==> src/rtl/ov7670_dvp_source.sv <==
`default_nettype none
// ============================================================================
// Module      : ov7670_dvp_source
// Description : Emulates the DVP output of an OV7670 camera running RGB565.
//               Generates pclk (clk24/2), vsync, href and an 8-bit data byte
//               carrying one of four synthetic test patterns, with full frame
//               timing (VSYNC, back porch, active lines, front porch).
// Ports       : clk24     - sole clock, rising edge
//               rst_n     - asynchronous active-low reset
//               en        - run request, sampled at frame boundaries
//               mode      - pattern: 0 ramp, 1 bars, 2 checker, 3 solid
//               pclk      - emulated pixel clock (registered)
//               vsync     - high for the VSYNC line periods
//               href      - high during active bytes
//               d         - data byte, 0x00 whenever href is low
//               busy      - high whenever a frame is in progress
//               frame_end - one-cycle pulse on the last clk24 of a frame
//               frame_cnt - completed-frame counter, wraps 255 -> 0
// Revision    : 1.0 - initial release
// ============================================================================
module ov7670_dvp_source #(
  parameter int WIDTH       = 640,
  parameter int HEIGHT      = 480,
  parameter int HBLANK      = 144,
  parameter int VSYNC_LINES = 3,
  parameter int VBP_LINES   = 17,
  parameter int VFP_LINES   = 10
) (
  input  logic       clk24,
  input  logic       rst_n,
  input  logic       en,
  input  logic [1:0] mode,
  output logic       pclk,
  output logic       vsync,
  output logic       href,
  output logic [7:0] d,
  output logic       busy,
  output logic       frame_end,
  output logic [7:0] frame_cnt
);

  localparam int c_LINE_BYTES = 2 * WIDTH + HBLANK;
  localparam int c_HW         = (c_LINE_BYTES > 1) ? $clog2(c_LINE_BYTES) : 1;
  localparam int c_LMAX_A     = (VSYNC_LINES > VBP_LINES) ? VSYNC_LINES : VBP_LINES;
  localparam int c_LMAX_B     = (HEIGHT > VFP_LINES) ? HEIGHT : VFP_LINES;
  localparam int c_LMAX       = (c_LMAX_A > c_LMAX_B) ? c_LMAX_A : c_LMAX_B;
  localparam int c_LW         = (c_LMAX > 1) ? $clog2(c_LMAX) : 1;

  localparam logic [c_HW-1:0] c_HLAST  = c_HW'(c_LINE_BYTES - 1);
  localparam logic [15:0]     c_BAR_W  = 16'((WIDTH >= 8) ? (WIDTH / 8) : 1);

  typedef enum logic [2:0] {
    S_IDLE   = 3'd0,
    S_VSYNC  = 3'd1,
    S_VBP    = 3'd2,
    S_ACTIVE = 3'd3,
    S_VFP    = 3'd4
  } state_t;

  state_t          r_state, w_state_nxt;
  logic [c_HW-1:0] r_hcnt, w_hcnt_nxt;
  logic [c_LW-1:0] r_line, w_line_nxt, w_line_last;
  logic [1:0]      r_mode_q, w_mode_nxt;
  logic            w_eol;
  logic            w_eos;

  logic [15:0]     w_x16;
  logic [7:0]      w_y8;
  logic [15:0]     w_bar;
  logic [2:0]      w_bar_idx;
  logic [15:0]     w_pixel;
  logic            w_href_nxt;
  logic [7:0]      w_byte;

  // Position of the byte that begins on the next phase-0 cycle. Only
  // consumed on the edge entering phase 0, so the position advances once
  // per byte period.
  always_comb begin
    w_state_nxt = r_state;
    w_hcnt_nxt  = r_hcnt;
    w_line_nxt  = r_line;
    w_mode_nxt  = r_mode_q;

    case (r_state)
      S_VSYNC:  w_line_last = c_LW'(VSYNC_LINES - 1);
      S_VBP:    w_line_last = c_LW'(VBP_LINES - 1);
      S_ACTIVE: w_line_last = c_LW'(HEIGHT - 1);
      S_VFP:    w_line_last = c_LW'(VFP_LINES - 1);
      default:  w_line_last = '0;
    endcase

    w_eol = (r_hcnt == c_HLAST);
    w_eos = w_eol && (r_line == w_line_last);

    if (r_state == S_IDLE) begin
      if (en) begin
        w_state_nxt = S_VSYNC;
        w_hcnt_nxt  = '0;
        w_line_nxt  = '0;
        w_mode_nxt  = mode;
      end
    end else if (w_eol) begin
      w_hcnt_nxt = '0;
      if (r_line == w_line_last) begin
        w_line_nxt = '0;
        case (r_state)
          S_VSYNC:  w_state_nxt = S_VBP;
          S_VBP:    w_state_nxt = S_ACTIVE;
          S_ACTIVE: w_state_nxt = S_VFP;
          S_VFP: begin
            // Frame boundary: en decides whether another frame follows,
            // and the pattern for that frame is captured here.
            if (en) begin
              w_state_nxt = S_VSYNC;
              w_mode_nxt  = mode;
            end else begin
              w_state_nxt = S_IDLE;
            end
          end
          default:  w_state_nxt = S_IDLE;
        endcase
      end else begin
        w_line_nxt = r_line + 1'b1;
      end
    end else begin
      w_hcnt_nxt = r_hcnt + 1'b1;
    end
  end

  // Pattern generator for the next byte position.
  always_comb begin
    w_x16     = 16'(w_hcnt_nxt >> 1);
    w_y8      = 8'(w_line_nxt);
    w_bar     = w_x16 / c_BAR_W;
    w_bar_idx = (w_bar > 16'd7) ? 3'd7 : w_bar[2:0];

    case (w_mode_nxt)
      2'd0: w_pixel = {w_y8, w_x16[7:0]};
      2'd1: begin
        case (w_bar_idx)
          3'd0:    w_pixel = 16'hFFFF;
          3'd1:    w_pixel = 16'hFFE0;
          3'd2:    w_pixel = 16'h07FF;
          3'd3:    w_pixel = 16'h07E0;
          3'd4:    w_pixel = 16'hF81F;
          3'd5:    w_pixel = 16'hF800;
          3'd6:    w_pixel = 16'h001F;
          default: w_pixel = 16'h0000;
        endcase
      end
      2'd2:    w_pixel = (w_x16[3] ^ w_y8[3]) ? 16'hFFFF : 16'h0000;
      default: w_pixel = {frame_cnt, frame_cnt};
    endcase

    w_href_nxt = (w_state_nxt == S_ACTIVE) && (int'(w_hcnt_nxt) < 2 * WIDTH);
    w_byte     = w_hcnt_nxt[0] ? w_pixel[7:0] : w_pixel[15:8];
  end

  // pclk doubles as the phase bit: pclk=1 now means the next cycle is
  // phase 0, where position and outputs update.
  always_ff @(posedge clk24 or negedge rst_n) begin
    if (!rst_n) begin
      r_state   <= S_IDLE;
      r_hcnt    <= '0;
      r_line    <= '0;
      r_mode_q  <= 2'd0;
      pclk      <= 1'b0;
      vsync     <= 1'b0;
      href      <= 1'b0;
      d         <= 8'h00;
      busy      <= 1'b0;
      frame_end <= 1'b0;
      frame_cnt <= 8'h00;
    end else begin
      pclk      <= ~pclk;
      frame_end <= 1'b0;
      if (pclk) begin
        r_state  <= w_state_nxt;
        r_hcnt   <= w_hcnt_nxt;
        r_line   <= w_line_nxt;
        r_mode_q <= w_mode_nxt;
        vsync    <= (w_state_nxt == S_VSYNC);
        href     <= w_href_nxt;
        d        <= w_href_nxt ? w_byte : 8'h00;
        busy     <= (w_state_nxt != S_IDLE);
      end else if ((r_state == S_VFP) && w_eos) begin
        // Entering phase 1 of the final VFP byte.
        frame_end <= 1'b1;
        frame_cnt <= frame_cnt + 8'd1;
      end
    end
  end

endmodule
`default_nettype wire
==> config.mk <==
export PLATFORM = sky130hd
export DESIGN_NAME = ov7670_dvp_source
export DESIGN_NICKNAME = d
export VERILOG_FILES = /design/src/rtl/ov7670_dvp_source.sv
export SDC_FILE = /design/constraint.sdc
export NUM_CORES = 1
export LEC_CHECK = 0
export CORE_MARGIN = 1.5
export CORE_UTILIZATION = 49
export CTS_CLUSTER_DIAMETER = 60
export DETAILED_ROUTE_END_ITERATION = 8
export GPL_TIMING_DRIVEN = 0
export PLACE_DENSITY = 0.73
export SKIP_CTS_REPAIR_TIMING = 1
export SLEW_MARGIN = 20
export SYNTH_ARGS = -nofsm -noshare
export SYNTH_HDL_FRONTEND = slang
export SYNTH_SLANG_ARGS = --single-unit
==> constraint.sdc <==
create_clock -name clk24 -period 4.1 [get_ports clk24]
set_clock_uncertainty 0.2 [all_clocks]
set_input_delay 0.82 -clock clk24 [delete_from_list [all_inputs] [get_ports clk24]]
set_output_delay 0.82 -clock clk24 [all_outputs]
set_load 0.01 [all_outputs]
After elaboration in Yosys (flattened, before gate mapping)
Index checks and enable logic that the tools add are counted.
- add/sub/neg operators: 3
- div/mod/pow operators: 1
- order comparisons: 2
- equality and inequality tests: 17
- multiplexer cells: 27
- bitwise logic cells: 2
- reductions and logical operators: 10
- operator list (operator ; count):
    case mux 16 bit (7 select lines) ; 1
    case mux 16 bit (3 select lines) ; 1
    2-to-1 mux 9 bit ; 4
    case mux 9 bit (4 select lines) ; 1
    2-to-1 mux 11 bit ; 3
    divider 10 x 7 -> 16 bit, second input constant ; 1
    greater-than comparator 16 x 3 -> 1 bit, second input constant ; 1
    2-to-1 mux 16 bit ; 1
    2-to-1 mux 8 bit ; 2
    == test 3 x 2 -> 1 bit, second input constant ; 5
    2-to-1 mux 3 bit ; 5
    == test 3 bit, second input constant ; 4
    case mux 3 bit (4 select lines) ; 1
    adder 11 x 1 -> 11 bit, second input constant ; 1
    == test 11 bit, second input constant ; 1
    less-than comparator 11 bit, second input constant ; 1
    2-to-1 mux 2 bit ; 5
    adder 9 x 1 -> 9 bit, second input constant ; 1
    == test 3 x 1 -> 1 bit, second input constant ; 3
    == test 9 bit ; 1
    adder 8 x 1 -> 8 bit, second input constant ; 1
    logical NOT 3 bit ; 2
    logical AND 1 bit ; 3
    2-to-1 mux 1 bit ; 3
    other kinds (10) ; 10
- register bits after elaboration: 46

Logic depth before layout (Yosys ltp)
- depth in word-level cells: 11
- gate-level depth with buffers: 12

Worst setup path after synthesis
OpenSTA, ideal clock, no wires.
- path kind: reg-to-reg
- start point: reg r_hcnt[4]
- end point: reg d[4]
- arrival time: 2856 ps
- setup slack: 899 ps
- stages on the path, launching flop included: 13
- clock period less this slack: 3201 ps
- cells stage by stage: dfrtp_1 buf_6 or4b_4 o31ai_4 a2bb2oi_2 and2_4 buf_8 nor2_2 a2111o_1 nor2_1 nor3_1 nor4_4 a22oi_1
- cells in the longest elaborated chain, start to end: 11
- elaborated cells between the ends (all ways): 33
- classes of those cells: add/sub: 1; div: 1; order compare: 2; eq/ne: 10; mux: 15; bitwise: 1; reduce/logical: 3
- RTL lines (item ; line ; source):
    start: declaration ; 61 ; logic [c_HW-1:0] r_hcnt, w_hcnt_nxt;
    start signal: assignment ; 179 ; r_hcnt <= w_hcnt_nxt;
    adder 11 x 1 -> 11 bit or == test 11 bit (tied branches) ; 126, 92 ;
    2-to-1 mux 11 bit ; 102 ; end else if (w_eol) begin
    2-to-1 mux 11 bit ; 95 ; if (r_state == S_IDLE) begin
    divider 10 x 7 -> 16 bit ; 134 ; w_bar = w_x16 / c_BAR_W;
    greater-than comparator 16 x 3 -> 1 bit ; 135 ; w_bar_idx = (w_bar > 16'd7) ? 3'd7 : w_bar[2:0];
    2-to-1 mux 3 bit ; 135 ;
    == test 3 bit, or another cell as far along ; 140 ; case (w_bar_idx)
    case mux 16 bit (7 select lines) ; 140 ;
    case mux 16 bit (3 select lines) ; 137 ; case (w_mode_nxt)
    2-to-1 mux 8 bit ; 156 ; w_byte = w_hcnt_nxt[0] ? w_pixel[7:0] : w_pixel[15:8];
    2-to-1 mux 8 bit * ; 184 ; d <= w_href_nxt ? w_byte : 8'h00;
    end signal: assignment ; 184 ;
    end: declaration ; 36 ; output logic [7:0] d,
Every way passes the cells marked *; elsewhere a longest branch is shown, timed or not. The select of a mux whose other input is x is not followed.
A chain may end at the register's enable or synchronous reset.

Worst setup path in the final report
- start point: in en
- end point: reg d[2]
- cells in the longest elaborated chain, start to end: 10
- elaborated cells between the ends (all ways): 37
- classes of those cells: div: 1; order compare: 2; eq/ne: 9; mux: 21; bitwise: 1; reduce/logical: 3
- RTL lines (item ; line ; source):
    start: declaration ; 31 ; input logic en,
    2-to-1 mux 11 bit ; 96 ; if (en) begin
    2-to-1 mux 11 bit ; 95 ;
    divider 10 x 7 -> 16 bit ; 134 ;
    greater-than comparator 16 x 3 -> 1 bit ; 135 ;
    2-to-1 mux 3 bit ; 135 ;
    == test 3 bit, or another cell as far along ; 140 ;
    case mux 16 bit (7 select lines) ; 140 ;
    case mux 16 bit (3 select lines) ; 137 ;
    2-to-1 mux 8 bit ; 156 ;
    2-to-1 mux 8 bit * ; 184 ;
Marked as above.

==> summary.md <==
| Metric | Value |
|---|---|
| CTS clk-pin slew, worst paths | 100 ps |
| Cell area power density | 373.3 mW/mm^2 |
| Grt met3 use | 4.190% |
| RSZ-0062 raised after global routing | no |
| Syn. warnings | 0 |
| Port bufs | 25 |
| Bufs on Longest Clock Path | 2 |
| Setup TNS | 0 ps |
| Final HPWL DP | 6909 um |
| Die area | 0.007489 mm^2 |
| Vias | 3361 |
| Cells after Synth | 410 |
| RePlAce Congestion | 0.9242 |
| Clk root buf | clkbuf_8 |
| Post-synth ARST share | 100.0% |
| Storage element area | 0.001151 mm^2 |
| Fill count | 597 |
| Clk_lat worst skew | 310 ps |
| Register area share after synthesis | 33.66% |
| Min-delay worst type | in -> async |
| Area taken by multi-input logic gates | 0.002068 mm^2 |
| Most common cell in the netlist | nand2_1 |
| Worst Path Class, Setup | in -> reg |
| Leakage | 1.530 nW |
| Post-Synthesis Net Count | 418 |
| Final setup viols | 0 |
| Post-synthesis cell type count | 78 |
| Capture point of the worst reg-to-reg path | d[6]$_DFFE_PN0P_ |
| Nets | 451 |
| Clock sink total | 46 |
| Worst Tran Pin Value | 1041 ps |
| Vias in the first global route | 3076 |
| R2R Setup Slk | 330 ps |
| Total gr overflow | 0 |
| Drt first pass iters | 6 |
| Crit. End Element | flop |
| Worst vdd ir | 0.0001879 V |
| Inserted Diodes | 0 |
| Starting DRT DRC Count | 396 |
| H-tree depth | 2 |
| Syn Std Cell Area | 0.003420 mm^2 |
| Global Route met2 Usage | 41.90% |
| Max Freq | 264.0 MHz |
| Crit path launch | en |
| FP Rows | 30 |
| R2R cell count | 10 |
| Post-synth top area share | 33.66% |
| Yosys top cell by area | dfrtp_1 |
| Initial Util | 50.61% |
| GR met1 Demand/Resource | 36.50% |
| Final Hold Violating Endpoints | 0 |
| Period minus WS final | 3788 ps |
| Final critical-path share of the clock period | 92.39% |
| Die extent in x | 86.54 um |
| First-pass GRT wire length | 15320 um |
| Final core utilization | 57.72% |
| Busiest grt layer | met2 |
| Die height | 86.54 um |
| Synth Area per Inst | 8.340 um^2 |
| Routed len/inst | 18.11 um |
| Ports | 26 |
| DRC Markers | 0 |
| Share of layout cells above drive strength 1 | 11.04% |
| Max Slew Vio Count | 0 |
| Commonest cells in the netlist | 55 x nand2_1, 46 x dfrtp_1, 40 x nor2_1, 37 x a21oi_1, 30 x o21ai_0 |
| Area grow syn2layout | 14.05% |
| #FFs+latches synth | 46 |
| Worst path arrival time | 3810 ps |
| Status | finished clean |
| Core area | 0.006756 mm^2 |
| Critical Path RT | 4130 ps |
| Initial antenna violation count | 0 |
| Setup crit end | d[2]$_DFFE_PN0P_ |
| Vias per cell | 6.414 |
| CTS tree | yes |
| GRT Total Usage | 26.24% |
| Largest cells by area after synthesis | dfrtp_1 34%, nand2_1 6.0%, a21oi_1 5.4%, nor2_1 4.4%, o21ai_0 4.4% |
| Max-cap viol count | 0 |
| Slew HR | 29.59% |
| EDFF count, synth | 0 |
| Top_reg_cell synth | dfrtp_1 |
| Startpoint types | primary input |
| Pin count of the biggest net entering global routing | 27 |
| Reg2reg start | r_state[1]$_DFFE_PN0P_ |
| Final wirelength | 9492 um |
| Critical-path maximum fanout | 5 |
| Number of routed nets with antenna violations | 0 |
| TritonCTS Buffers | 5 |
[worst min-delay path by stage]
stage	cells past startpoint	slack (ps)	endpoint	from
after floorplan	2	310	r_hcnt[1]$_DFFE_PN0P_	r_hcnt[1]$_DFFE_PN0P_
after global placement	1	270	vsync$_DFFE_PN0P_	vsync$_DFFE_PN0P_
after detailed placement	1	270	href$_DFFE_PN0P_	href$_DFFE_PN0P_
after CTS	1	290	r_line[6]$_DFFE_PN0P_	rst_n
after global routing	1	310	r_line[2]$_DFFE_PN0P_	rst_n
final	1	260	r_line[6]$_DFFE_PN0P_	rst_n
[area by class of cell]
type / count / share of cell area (%)
well taps: 80 / 2.567
flip-flops and latches: 46 / 29.52
clock buffers: 6 / 1.861
repair buffers: 26 / 6.801
inverters: 6 / 0.5775
plain buffers: 23 / 4.684
clock inverters: 2 / 0.9625
multi-input cells: 335 / 53.03
[registers in the layout, summed over array words and instances (netlist names)]
signal and flops:
r_mode_q 2, d 8, frame_cnt 8, frame_end 1, pclk 1, r_state 3
busy 1, r_line 9, vsync 1, r_hcnt 11, href 1
[per-layer routing]
metal,up-vias,wire [um]
met2,137,4408
met5,-,0
met1,1610,4304
met3,17,614
li1,1597,-
met4,0,165
[cells by family (layout without fill, tap and decap cells)]
group,count (synthesis),count (layout),share of synthesized area (%)
and+or+nand+nor,174,174,25.72
AOI/OAI and AO/OA,140,140,28.32
DFF,46,46,33.66
buffers and inverters,29,63,6.000
xor gates and xnor gates,9,9,2.305
muxes,9,9,2.890
adders and majority gates,3,3,1.098
[worst max-delay path, cell delays in order]
cell             delay [ps]
clkdlybuf4s50_1         480
or4_1                   670
o21ai_0                 160
a221oi_1                150
xnor2_1                 160
o221ai_1                250
a21oi_2                 310
and3b_1                 270
a21oi_1                 210
o211ai_1                120
a22oi_1                 200
[power breakdown]
group | internal (mW) | switching [mW] | total, mW
Sequential | 0.497 | 0.0512 | 0.548
Combinational | 0.221 | 0.335 | 0.557
Clock | 0.182 | 0.169 | 0.351
[through the flow]
| stage | setup WS [ps] | hold WS [ps] | area (um^2) | power [mW] | cells |
|---|---|---|---|---|---|
| 4_1_cts | 330.4 | 290.0 | 3895 | 1.448 | 524 |
| 6_report | 312.1 | 261.6 | 3900 | 1.456 | 524 |
| 2_1_floorplan | 898.6 | 313.2 | 3420 | 0.9696 | 410 |
| 3_3_place_gp | 67.69 | 274.5 | 3770 | 1.083 | 515 |
| 3_5_place_dp | 56.30 | 273.4 | 3785 | 1.101 | 516 |
| 5_1_grt | 44.87 | 314.4 | 3900 | 1.530 | 524 |
[placed cells by master (no fill, tap or decap), types with 11 or more instances in the layout]
master	netlist	final
nand2_1	55	55
dfrtp_1	46	46
nor2_1	40	40
a21oi_1	37	37
o21ai_0	30	30
clkdlybuf4s50_1	0	24
nor3_1	19	18
nand3_1	17	17
clkbuf_1	11	12
clkbuf_8	6	11
Power figures use the tool's default switching activity.
